$ cat config.mk
export PLATFORM = sky130hd
export DESIGN_NAME = cq_doorbell_axil_slave
export DESIGN_NICKNAME = d
export VERILOG_FILES = /design/src/rtl/cq_doorbell_axil_slave.sv
export SDC_FILE = /design/constraint.sdc
export NUM_CORES = 1
export LEC_CHECK = 0
export BUFFER_PORTS_ARGS = -buffer_cell sky130_fd_sc_hd__buf_2
export CAP_MARGIN = 40
export CORE_ASPECT_RATIO = 0.8
export CORE_MARGIN = 3
export CORE_UTILIZATION = 44
export CTS_BUF_LIST = sky130_fd_sc_hd__clkbuf_16
export DETAILED_ROUTE_END_ITERATION = 6
export GPL_TIMING_DRIVEN = 0
export PLACE_DENSITY = 0.75
export SYNTH_ARGS = -nofsm -noshare
export SYNTH_HDL_FRONTEND = slang
export SYNTH_SLANG_ARGS = --single-unit
$ cat constraint.sdc
create_clock -name ACLK -period 1.8 [get_ports ACLK]
set_input_delay 0.36 -clock ACLK [delete_from_list [all_inputs] [get_ports ACLK]]
set_output_delay 0.36 -clock ACLK [all_outputs]
set_load 0.02 [all_outputs]
$ cat src/rtl/cq_doorbell_axil_slave.sv
`default_nettype none
// +----------------------------------------------------------------------------+
// | cq_doorbell_axil_slave                                                      |
// | AXI4-Lite register slave for SQ tail / CQ head doorbells and CQ interrupt.  |
// | Revision: 1.0                                                               |
// +----------------------------------------------------------------------------+
module cq_doorbell_axil_slave #(
  parameter int          C_S_AXI_DATA_WIDTH = 32,
  parameter int          C_S_AXI_ADDR_WIDTH = 5,
  parameter int          QUEUE_DEPTH        = 16,
  parameter logic [31:0] ID_VALUE           = 32'h4351_0200,
  localparam int         QW                 = $clog2(QUEUE_DEPTH)
) (
  input  logic                            ACLK,
  input  logic                            ARESET,
  input  logic [C_S_AXI_ADDR_WIDTH-1:0]   S_AXI_AWADDR,
  input  logic [2:0]                      S_AXI_AWPROT,
  input  logic                            S_AXI_AWVALID,
  output logic                            S_AXI_AWREADY,
  input  logic [C_S_AXI_DATA_WIDTH-1:0]   S_AXI_WDATA,
  input  logic [C_S_AXI_DATA_WIDTH/8-1:0] S_AXI_WSTRB,
  input  logic                            S_AXI_WVALID,
  output logic                            S_AXI_WREADY,
  output logic [1:0]                      S_AXI_BRESP,
  output logic                            S_AXI_BVALID,
  input  logic                            S_AXI_BREADY,
  input  logic [C_S_AXI_ADDR_WIDTH-1:0]   S_AXI_ARADDR,
  input  logic [2:0]                      S_AXI_ARPROT,
  input  logic                            S_AXI_ARVALID,
  output logic                            S_AXI_ARREADY,
  output logic [C_S_AXI_DATA_WIDTH-1:0]   S_AXI_RDATA,
  output logic [1:0]                      S_AXI_RRESP,
  output logic                            S_AXI_RVALID,
  input  logic                            S_AXI_RREADY,
  input  logic [QW-1:0]                   cq_tail_in,
  output logic [QW-1:0]                   cq_head_out,
  output logic                            cq_head_upd,
  output logic [QW-1:0]                   sq_tail_out,
  output logic                            sq_tail_upd,
  output logic                            irq
);

  localparam logic [2:0] C_IDX_SQ_TAIL = 3'd0;
  localparam logic [2:0] C_IDX_CQ_HEAD = 3'd1;
  localparam logic [2:0] C_IDX_CQ_TAIL = 3'd2;
  localparam logic [2:0] C_IDX_STATUS  = 3'd3;
  localparam logic [2:0] C_IDX_CTRL    = 3'd4;
  localparam logic [2:0] C_IDX_ID      = 3'd5;
  localparam logic [1:0] C_RESP_OKAY   = 2'b00;
  localparam logic [1:0] C_RESP_SLVERR = 2'b10;

  // write channel state
  logic          r_awready;
  logic          r_wready;
  logic          r_bvalid;
  logic [1:0]    r_bresp;
  logic          r_aw_have;
  logic          r_w_have;
  logic [2:0]    r_aw_idx;
  logic [31:0]   r_wdata;
  logic [3:0]    r_wstrb;

  // register file
  logic [QW-1:0] r_sq_tail;
  logic [QW-1:0] r_cq_head;
  logic          r_sq_upd;
  logic          r_cq_upd;
  logic          r_irq_en;
  logic          r_err;
  logic          r_irq;

  // read channel state
  logic          r_arready;
  logic          r_rvalid;
  logic [31:0]   r_rdata;
  logic [1:0]    r_rresp;

  logic          w_aw_hs;
  logic          w_w_hs;
  logic          w_ar_hs;
  logic          w_commit;
  logic          w_aw_have_nx;
  logic          w_w_have_nx;
  logic          w_bvalid_nx;
  logic          w_rvalid_nx;
  logic          w_is_doorbell;
  logic          w_db_bad;
  logic          w_wr_err;
  logic          w_ctrl_wr;
  logic [QW-1:0] w_pending;
  logic [8:0]    w_pending9;
  logic [31:0]   w_status;
  logic [2:0]    w_ar_idx;
  logic [31:0]   w_rd_data;
  logic [1:0]    w_rd_resp;
  logic          w_unused;

  assign w_unused = ^{S_AXI_AWPROT, S_AXI_ARPROT, S_AXI_AWADDR[1:0], S_AXI_ARADDR[1:0]};

  assign w_aw_hs  = S_AXI_AWVALID & r_awready;
  assign w_w_hs   = S_AXI_WVALID & r_wready;
  assign w_ar_hs  = S_AXI_ARVALID & r_arready;
  assign w_commit = r_aw_have & r_w_have;

  assign w_aw_have_nx = (r_aw_have | w_aw_hs) & ~w_commit;
  assign w_w_have_nx  = (r_w_have | w_w_hs) & ~w_commit;
  assign w_bvalid_nx  = w_commit | (r_bvalid & ~S_AXI_BREADY);
  assign w_rvalid_nx  = w_ar_hs | (r_rvalid & ~S_AXI_RREADY);

  // Doorbells must be full-word writes of an in-range queue index.
  assign w_is_doorbell = (r_aw_idx == C_IDX_SQ_TAIL) || (r_aw_idx == C_IDX_CQ_HEAD);
  assign w_db_bad      = (r_wstrb != 4'hF) || ((r_wdata >> QW) != 32'd0);
  assign w_wr_err      = w_is_doorbell ? w_db_bad : (r_aw_idx != C_IDX_CTRL);
  assign w_ctrl_wr     = w_commit && (r_aw_idx == C_IDX_CTRL) && r_wstrb[0];

  assign w_pending  = cq_tail_in - r_cq_head;
  assign w_pending9 = 9'(w_pending);
  assign w_status   = {r_err, 22'd0, w_pending9};

  assign w_ar_idx = S_AXI_ARADDR[4:2];

  always_comb begin
    w_rd_data = 32'd0;
    w_rd_resp = C_RESP_OKAY;
    case (w_ar_idx)
      C_IDX_SQ_TAIL: w_rd_data = 32'(r_sq_tail);
      C_IDX_CQ_HEAD: w_rd_data = 32'(r_cq_head);
      C_IDX_CQ_TAIL: w_rd_data = 32'(cq_tail_in);
      C_IDX_STATUS:  w_rd_data = w_status;
      C_IDX_CTRL:    w_rd_data = {30'd0, r_err, r_irq_en};
      C_IDX_ID:      w_rd_data = ID_VALUE;
      default:       w_rd_resp = C_RESP_SLVERR;
    endcase
  end

  always_ff @(posedge ACLK) begin
    if (ARESET) begin
      r_awready <= 1'b0;
      r_wready  <= 1'b0;
      r_bvalid  <= 1'b0;
      r_bresp   <= C_RESP_OKAY;
      r_aw_have <= 1'b0;
      r_w_have  <= 1'b0;
      r_aw_idx  <= 3'd0;
      r_wdata   <= 32'd0;
      r_wstrb   <= 4'd0;
      r_sq_tail <= '0;
      r_cq_head <= '0;
      r_sq_upd  <= 1'b0;
      r_cq_upd  <= 1'b0;
      r_irq_en  <= 1'b0;
      r_err     <= 1'b0;
      r_irq     <= 1'b0;
      r_arready <= 1'b0;
      r_rvalid  <= 1'b0;
      r_rdata   <= 32'd0;
      r_rresp   <= C_RESP_OKAY;
    end else begin
      // Ready flags are registered from next-state so they never lead the latch.
      r_awready <= ~w_aw_have_nx & ~w_bvalid_nx;
      r_wready  <= ~w_w_have_nx & ~w_bvalid_nx;
      r_aw_have <= w_aw_have_nx;
      r_w_have  <= w_w_have_nx;
      r_bvalid  <= w_bvalid_nx;
      if (w_aw_hs) begin
        r_aw_idx <= S_AXI_AWADDR[4:2];
      end
      if (w_w_hs) begin
        r_wdata <= S_AXI_WDATA;
        r_wstrb <= S_AXI_WSTRB;
      end

      r_sq_upd <= 1'b0;
      r_cq_upd <= 1'b0;
      if (w_commit) begin
        r_bresp <= w_wr_err ? C_RESP_SLVERR : C_RESP_OKAY;
        if (!w_wr_err && r_aw_idx == C_IDX_SQ_TAIL) begin
          r_sq_tail <= r_wdata[QW-1:0];
          r_sq_upd  <= 1'b1;
        end
        if (!w_wr_err && r_aw_idx == C_IDX_CQ_HEAD) begin
          r_cq_head <= r_wdata[QW-1:0];
          r_cq_upd  <= 1'b1;
        end
      end
      if (w_ctrl_wr) begin
        r_irq_en <= r_wdata[0];
      end
      // A new error takes priority over a same-cycle clear.
      if (w_commit && w_wr_err) begin
        r_err <= 1'b1;
      end else if (w_ctrl_wr && r_wdata[1]) begin
        r_err <= 1'b0;
      end
      r_irq <= r_irq_en & (w_pending != '0);

      r_arready <= ~w_rvalid_nx;
      if (w_ar_hs) begin
        r_rvalid <= 1'b1;
        r_rdata  <= w_rd_data;
        r_rresp  <= w_rd_resp;
      end else if (r_rvalid && S_AXI_RREADY) begin
        r_rvalid <= 1'b0;
      end
    end
  end

  assign S_AXI_AWREADY = r_awready;
  assign S_AXI_WREADY  = r_wready;
  assign S_AXI_BVALID  = r_bvalid;
  assign S_AXI_BRESP   = r_bresp;
  assign S_AXI_ARREADY = r_arready;
  assign S_AXI_RVALID  = r_rvalid;
  assign S_AXI_RDATA   = r_rdata;
  assign S_AXI_RRESP   = r_rresp;
  assign sq_tail_out   = r_sq_tail;
  assign sq_tail_upd   = r_sq_upd;
  assign cq_head_out   = r_cq_head;
  assign cq_head_upd   = r_cq_upd;
  assign irq           = r_irq;

endmodule
`default_nettype wire

==> qor.csv <==
stage,metric,value,unit
run_status,status,"finished, final reports clean",
yosys,syn-cell-area,3082,um2
critical_path,critPathMaxFanout,4,
route,via_per_inst,4.818,
route,wl_per_cell,13.19,um
timing,fmax,0.5715,GHz
yosys,seq_area_frac_synth,0.4352,
placed_design,place_congestion,0.8179,
yosys,yosysWarnings,0,
power,p_seq_frac,0.433,
yosys,synth-async-reset-ratio,0,
critical_path,cp.required,2010,ps
grt,grt_first_pass_wirelength,12100,um
timing,fin_ws,50.20,ps
run,maxCapViolations,0,
clock_tree,clock_path_buffers,2,
placed_design,post-dp-hpwl,5792,um
yosys,syn-instance-count,368,
power,swShare,0.2465,
critical_path,cp-endpoint,cq_head_out[2],
timing,worstMarginPinSlew,512.7,ps
timing,hold_slack,263.0,ps
grt,antenna_found_initial,0,
yosys,synth_top_flop_cell,dfxtp_1,
power,pwr-share-clk,0.447,
critical_path,reg2reg_to,cq_head_out[2],
cells_and_area,final_common_cell,nand2_1,
critical_path,slowest_stage,or4_4,
critical_path,max_stage_delay,540,ps
route,ant_nets,0,
grt,grt_overflow,0,
clock_tree,clk_pin_slew,50,ps
placed_design,dpl.cell_count,553,
clock_tree,cts.hold.buffers_added,0,
power,p_per_area,917.3,nW/um2
power,p_leak,1.761,nW
clock_tree,cts_tree,done,
critical_path,startpoint_type,flop,
timing,finalHoldViolCount,0,
clock_tree,insertion_delay,330,ps
power,p_comb_frac,0.120,
placed_design,place_area,3670,um2
power,power,3.683,mW
floorplan,dieArea,8050,um2
clock_tree,htree_levels,3,
cells_and_area,layout_common_cells,"nand2_1 (88), buf_2 (80), dfxtp_1 (65), a21oi_1 (45), buf_4 (31)",
timing,skew,4.741,ps
timing,timing.final.crit_share,0.9721,
cells_and_area,drive_above_1_share,0.2895,
floorplan,initial_core_util,0.4690,
timing,max_slew_margin,0.6582,
critical_path,startpoint,r_aw_idx[1],
cells_and_area,fin_nets,549,
route,drcViolationCount,0,
grt,grt_pass1_vias,2588,
yosys,avgSynthCellArea,8.374,um2
clock_tree,cts.sinks,67,
timing,report.final.slew_viol_count,0,
placed_design,place_ws,-137.7,ps
route,wirelength,7534,um
critical_path,rr_worst_depth,5,
floorplan,ios,115,
critical_path,cp_cell_sequence,nor4b_2 > nand4_1 > or4_4 > buf_6 > mux2i_1,
clock_tree,clock-root-buffer,clkbuf_16,
timing,rsz0062_at_grt,true,
critical_path,r2r_start,r_aw_idx[1],
floorplan,die_height,80.86,um
timing,setup_violations,0,
critical_path,r2r_slack,50,ps
placed_design,port-buffer-count,80,
timing,finalSetupTns,0,ps
yosys,synth_edf_count,0,
floorplan,die_x,99.57,um
yosys,ys_types,49,
cells_and_area,antenna_cells,0,
cells_and_area,utilization,0.6110,
power,p_int,2.775,mW
grt,grt_max_degree,11,
clock_tree,cts_buffers,9,
route,initialDrtViolationCount,119,
route,firstDrtPassIters,4,
power,p_switching,0.9078,mW
critical_path,worstSetupPathType,flop to flop,
cells_and_area,syn_to_final_growth,30.29,%
power,ir_worst_vdd,0.5588,mV
route,vias,2751,
timing,post-route-min-period,1750,ps
grt,track_usage,0.1913,
floorplan,rows,26,
critical_path,critPathArrivalTime,1960,ps
critical_path,endpoint_kind,flop,
yosys,ys_seq_elements,67,
cells_and_area,fin_area,4015,um2
floorplan,core_area,6571,um2
min_path,hold_class,input port to flop,
cells_and_area,final_cells,571,
-- synthesized netlist by cell type, drive strengths merged (2+ instances only) --
master	number	share of area
a211o	2	0.0057
a211oi	4	0.0097
a21oi	45	0.073
a311oi	2	0.0057
and2	2	0.0041
and3	2	0.0041
buf	31	0.074
clkbuf	18	0.022
dfxtp	67	0.44
ha	3	0.012
inv	9	0.011
mux2i	9	0.029
nand2	88	0.11
nand2b	12	0.024
nand3	7	0.011
nand3b	4	0.0097
nand4	2	0.0061
nor2	15	0.018
nor2b	8	0.016
nor3	2	0.0032
nor4	9	0.031
nor4b	3	0.017
o21ai	5	0.0081
or4	2	0.0061
-- kinds of logic after synthesis --
group / synth area share
multiplexers: 0.04020
buffers and inverters: 0.1072
other: 0.001217
AO/OA/AOI/OAI: 0.1190
AND/OR/NAND/NOR: 0.2728
XOR/XNOR: 0.005685
flip-flops: 0.4352
adder cells (fa/ha/maj): 0.01868
-- state kept, by name, indices dropped and copies added (netlist names), 3 cells and up --
name and flops:
S_AXI_RDATA 6, r_wstrb 4, sq_tail_out 4, r_aw_idx 3
cq_head_out 4, r_wdata 32
-- power by group through the flow --
stage / Clock (mW) / Combinational, mW / Sequential (mW)
finish: 1.65 / 0.440 / 1.60
global route: 1.72 / 0.489 / 1.60
CTS: 1.67 / 0.431 / 1.59
detailed placement: 0 / 0.423 / 1.62
global placement: 0 / 0.415 / 1.62
floorplan: 0 / 0.277 / 1.63
-- critical path: cells and delay by family (launching register included) --
family                 cells  cell delay (ps)
and+or+nand+nor            3             1010
DFF                        1              350
buffers and inverters      1              150
muxes                      1              120
-- repair_timing --
item,4_1_cts,5_1_grt
gates resized for setup,2,7
setup endpoints to repair,4,18
hold endpoints to repair,0,0
buffers inserted,0,3
pin swaps,1,5
-- layout make-up --
cell class	instances	area (um2)
Inverter	9	33.78
Timing Repair Buffer	83	422.9
Multi-Input combinational cell	264	1535
Clock buffer	9	225.2
Buffer	48	292.8
Clock inverter	7	53.80
Sequential cell	67	1346
Fill cell	600	2556
Tap cell	84	105.1
-- per-layer routing --
metal | GRT usage | up-vias | wire (um)
li1 | - | 1424 | -
met1 | 0.2508 | 1236 | 3600
met2 | 0.2956 | 83 | 3290
met3 | 0.06695 | 8 | 560
met4 | 0.06412 | 0 | 83
met5 | 0 | - | 0
-- how the worst min path moves through the flow --
stage                                from     endpoint  slack [ps]  cells after the start
after floorplan                  r_irq_en          irq         420                      2
after global placement         r_wstrb[1]   r_wstrb[1]         440                      2
after detailed placement       r_wstrb[1]   r_wstrb[1]         440                      2
after CTS                  S_AXI_WDATA[4]   r_wdata[4]         260                      3
after global routing      S_AXI_WDATA[23]  r_wdata[23]         260                      3
final                     S_AXI_WDATA[22]  r_wdata[22]         260                      3
No activity file was read; power rests on OpenSTA's default activity.
